**config.mk**
```make
export PLATFORM = sky130hd
export DESIGN_NAME = branch_predictor
export DESIGN_NICKNAME = d
export VERILOG_FILES = /design/src/rtl/branch_predictor.sv
export SDC_FILE = /design/constraint.sdc
export NUM_CORES = 1
export LEC_CHECK = 0
export ABC_AREA = 1
export CAP_MARGIN = 20
export CORE_ASPECT_RATIO = 1.25
export CORE_MARGIN = 2
export CORE_UTILIZATION = 45
export CTS_CLUSTER_SIZE = 40
export DETAILED_ROUTE_END_ITERATION = 8
export PLACE_DENSITY = 0.66
export SLEW_MARGIN = 5
export SYNTH_ARGS = -nofsm -noshare
export SYNTH_HDL_FRONTEND = slang
export SYNTH_SLANG_ARGS = --single-unit
```
**constraint.sdc**
```tcl
create_clock -name clk -period 8.4 [get_ports clk]
set_input_delay 1.68 -clock clk [delete_from_list [all_inputs] [get_ports clk]]
set_output_delay 1.68 -clock clk [all_outputs]
set_load 0.02 [all_outputs]
```
**src/rtl/branch_predictor.sv**
```systemverilog
// Direct-mapped branch target buffer with 2-bit saturating direction counters.
// Lookup is combinational at fetch; updates from execute land on the next edge.
module branch_predictor #(
    parameter int XLEN    = 32,
    parameter int ENTRIES = 16,
    parameter int CNTW    = 32
) (
    input  logic            clk,
    input  logic            rst,
    input  logic [XLEN-1:0] pcF,
    output logic            predTakenF,
    output logic [XLEN-1:0] predTargetF,
    input  logic            updateE,
    input  logic [XLEN-1:0] pcE,
    input  logic            takenE,
    input  logic [XLEN-1:0] targetE,
    input  logic            predTakenE,
    input  logic [XLEN-1:0] predTargetE,
    output logic            mispredictE,
    output logic [CNTW-1:0] missCount
);

    localparam int IDX  = $clog2(ENTRIES);
    localparam int TAGW = XLEN - IDX - 2;

    logic            r_valid  [ENTRIES];
    logic [TAGW-1:0] r_tag    [ENTRIES];
    logic [XLEN-1:0] r_target [ENTRIES];
    logic [1:0]      r_ctr    [ENTRIES];
    logic [CNTW-1:0] r_miss_count;

    logic [IDX-1:0]  w_idx_f;
    logic [IDX-1:0]  w_idx_e;
    logic [TAGW-1:0] w_tag_f;
    logic [TAGW-1:0] w_tag_e;
    logic            w_hit_f;
    logic            w_hit_e;

    assign w_idx_f = pcF[IDX+1:2];
    assign w_idx_e = pcE[IDX+1:2];
    assign w_tag_f = pcF[XLEN-1:IDX+2];
    assign w_tag_e = pcE[XLEN-1:IDX+2];

    assign w_hit_f = r_valid[w_idx_f] && (r_tag[w_idx_f] == w_tag_f);
    assign w_hit_e = r_valid[w_idx_e] && (r_tag[w_idx_e] == w_tag_e);

    // Reads see pre-update contents when fetch and execute share an index.
    assign predTakenF  = w_hit_f & r_ctr[w_idx_f][1];
    assign predTargetF = w_hit_f ? r_target[w_idx_f] : pcF + XLEN'(4);

    assign mispredictE = updateE &
                         ((takenE != predTakenE) | (takenE & (targetE != predTargetE)));
    assign missCount   = r_miss_count;

    always_ff @(posedge clk) begin
        if (rst) begin
            for (int i = 0; i < ENTRIES; i++) begin
                r_valid[i] <= 1'b0;
                r_ctr[i]   <= 2'd1;
            end
            r_miss_count <= '0;
        end else begin
            if (updateE) begin
                if (w_hit_e) begin
                    if (takenE) begin
                        if (r_ctr[w_idx_e] != 2'd3) r_ctr[w_idx_e] <= r_ctr[w_idx_e] + 2'd1;
                    end else begin
                        if (r_ctr[w_idx_e] != 2'd0) r_ctr[w_idx_e] <= r_ctr[w_idx_e] - 2'd1;
                    end
                end else if (takenE) begin
                    r_valid[w_idx_e] <= 1'b1;
                    r_ctr[w_idx_e]   <= 2'd2;
                end
            end
            if (mispredictE && (r_miss_count != '1)) r_miss_count <= r_miss_count + CNTW'(1);
        end
    end

    // Tag/target carry no reset; a taken resolve always writes them (tag is unchanged on a hit).
    always_ff @(posedge clk) begin
        if (!rst && updateE && takenE) begin
            r_tag[w_idx_e]    <= w_tag_e;
            r_target[w_idx_e] <= targetE;
        end
    end

endmodule

```
==> flow_summary.yaml <==
setup_path:
  path_class: "input port to output port"
  worst_path_largest_cell_delay_ps: 730
  cp_data_required_time_ps: 6720
  endpoint_kind: "output port"
  crit_slowest_cell: "clkdlybuf4s50_1"
  cp_data_arrival_time_ps: 6110
  cp_max_fo: 17
  startpoint_type: "input port"
  crit_chain: "clkdlybuf4s50_1, nand2_1, clkinv_2, buf_12, nand3_1, nor2_1, nand2_1, nor2_1, nand2_1, nor3_1, nand2_1, nor3_1, nand4_1, xor2_1, nand2_1, nand2_1, clkdlybuf4s50_1"
  crit_top_cell: "nand2_1"
logic_synthesis:
  yosysWarningCount: 0
  synth_fa_ha_area_share_pct: 0.0525
  synth_flop_cell: "edfxtp_1"
  syn_area_per_cell_um2: 9.55
  synth_xor_area_share_pct: 1.45
  synth_cell_type_count: 45
  synth_compound_area_share_pct: 12.0
  synth_nets: 5129
  synth_top_family_by_area: "simple AND/OR/NAND/NOR gates"
  synth_common_cells: "nand2_1, edfxtp_1, o21ai_0, nor2_1, inv_1"
  synth_simple_gate_area_share_pct: 19.0
  synth_edf_count: 960
  yosysTopAreaCell: "edfxtp_1"
  synth_top_area_share_pct: 60.5
  syn-instance-count: 4994
  ys_ff_latch: 1008
  synth-async-reset-ratio_pct: 0
  ys_top_cells_by_area: "edfxtp_1, nand2_1, o21ai_0"
  synthesis.area_um2: 47700
  yosysSeqAreaShare_pct: 62.5
  synth_most_common_cell: "nand2_1"
  synth_mux_area_share_pct: 0
timing:
  finalMaxSlewViolations: 0
  whs_ps: 503
  period_share_pct: 92.7
  worst_pin_slew_ps: 1140
  finalSetupViolCount: 0
  finalHoldViolations: 0
  slew_headroom_pct: 23.7
  fmax_mhz: 128
  rsz0062_at_grt: "false"
  fin_skew_ps: 33.0
  min_period_ps: 7790
  tns_ps: 0
floorplan:
  core_um2: 105000
  initial_utilization_pct: 45.3
  fp.dieH_um: 368
  io_pins: 199
  row_count: 133
  die-area_um2: 109000
  die_x_um: 295
finish:
  layout-drive-gt1-share_pct: 5.32
  fill_cells: 9339
  utilization_pct: 51.6
  nets: 5204
  finalNonFillerCells: 6572
  area_growth_pct: 13.8
  seq_area_um2: 29800
  multi_input_area_um2: 15600
clocking:
  cts.sinks: 1008
  cts_resized: 0
  hold_buffers: 0
  h-tree-depth: 3
  clock_latency_ps: 710
  clockBufferDepth: 3
  cts_root_buf: "clkbuf_16"
  cts.reportedPaths.clkPinSlew_ps: 60
  cts_made_buffers: 98
  post_cts_buffers: 0
  tritoncts: "done"
drt:
  vias_per_cell: 5.77
  postRouteAntennaNets: 0
  via_count: 37896
  wirelength_um: 149000
  wl_per_cell_um: 22.7
  first_pass_iters: 6
  drc: 0
  drtIter0Drc: 4497
pwr:
  finalPower_mw: 10.9
  cellLeakagePower_nw: 19.8
  p_int_mw: 8.20
  clock_power_share_pct: 39.6
  irDropWorstVdd_v: 0.000202
  swShare_pct: 24.6
  p_comb_share_pct: 9.4
  p_per_area_nw_per_um2: 200
  seqPwrFrac_pct: 51.0
  netSwitchingPower_mw: 2.67
global_routing:
  grt_pass1_vias: 35825
  use_met3_pct: 4.15
  grt_busiest_layer: "met2"
  grt_pass1_wl_um: 221000
  antenna_found_initial: 9
  grt_overflow: 0
  grt_use_met1_pct: 35.5
  grt_max_degree: 243
  grtUsageTotal_pct: 27.2
  met2_usage_pct: 44.6
job:
  drv_cap: 0
worst_hold_path:
  hp-class: "flip-flop to flip-flop"
placement:
  dpl.cell_count: 6386
  finalWeightedCongestion: 0.906
  hpwl_um: 87700
  io_buffers: 196
outcome:
  status: "completed"
[per-stage QoR]
| step | instance area, um2 | worst slack [ps] |
|---|---|---|
| global route | 54300 | 472 |
| floorplan | 47700 | 2840 |
| global placement | 51100 | 781 |
| finish | 54300 | 610 |
| detailed placement | 51200 | 766 |
| CTS | 54300 | 738 |
[worst max-delay path, delay by kind of cell]
kind,cells,cell delay (ps)
AND/OR/NAND/NOR,12,2370
buffers and inverters,4,1850
XOR/XNOR,1,200
[registers in the layout, summed over array words and instances (netlist names)]
name	cells
missCount	32
r_tag	416
r_ctr	32
r_target	512
r_valid	16
[layer usage]
layer	part of all wire, %	vias to the layer above
met1	39	18331
met4	4.7	6
met3	8.7	368
met2	48	1856
met5	0.025	-
li1	-	17335
[placed cells by master, fill, tap and decap left out, drive strengths merged, types with 2 or more instances in the layout]
master and n:
dfxtp 48, o22ai 107, a22oi 18, clkinv 59, ha 2, buf 91
a21oi 160, nand3 146, o21ai 626, xor2 64, nor2 600, and2 2
o21bai 3, nand2 1416, clkinvlp 5, edfxtp 960, o211ai 62, clkdlybuf4s50 190
nand4 54, xnor2 15, nor4 9, diode 6, o221ai 49, inv 281
nor3 52, clkbuf 112, bufinv 7
[cell families (layout without fill, tap and decap cells)]
group,after synthesis,count (layout)
AND/OR/NAND/NOR,2283,2283
AO/OA/AOI/OAI,1032,1032
adder cells (fa/ha/maj),2,2
flip-flops,1008,1008
XOR/XNOR,79,79
other,0,6
buffers and inverters,590,745
[final cells by class]
class                           instances  area share (%)
Antenna cell                            6          0.0277
Clock buffer                          111            4.61
Clock inverter                         69            1.11
Inverter                              283            1.99
Multi-Input combinational cell       3396            28.8
Sequential cell                      1008            54.9
Tap cell                             1417            3.27
Timing Repair Buffer                  282            5.34
[final timing paths]
path | cells after the start | slack [ps] | to | start
setup / recovery | 17 | 610 | predTargetF[30] | pcF[5]
hold / removal | 2 | 500 | r_valid[7] | r_valid[7]
hold reg to reg | 2 | 500 | r_valid[7] | r_valid[7]
setup reg to reg | 18 | 5010 | r_ctr[14][0] | r_tag[5][2]
[power groups by stage]
| stage | registers [mW] | clock network [mW] | logic [mW] |
|---|---|---|---|
| after floorplan | 5.65 | 0 | 0.568 |
| after global placement | 5.65 | 0 | 0.993 |
| after detailed placement | 5.66 | 0 | 1.00 |
| after CTS | 5.55 | 4.34 | 1.01 |
| after global routing | 5.55 | 4.53 | 1.11 |
| final | 5.55 | 4.30 | 1.02 |
No activity file was read; power rests on OpenSTA's default activity.
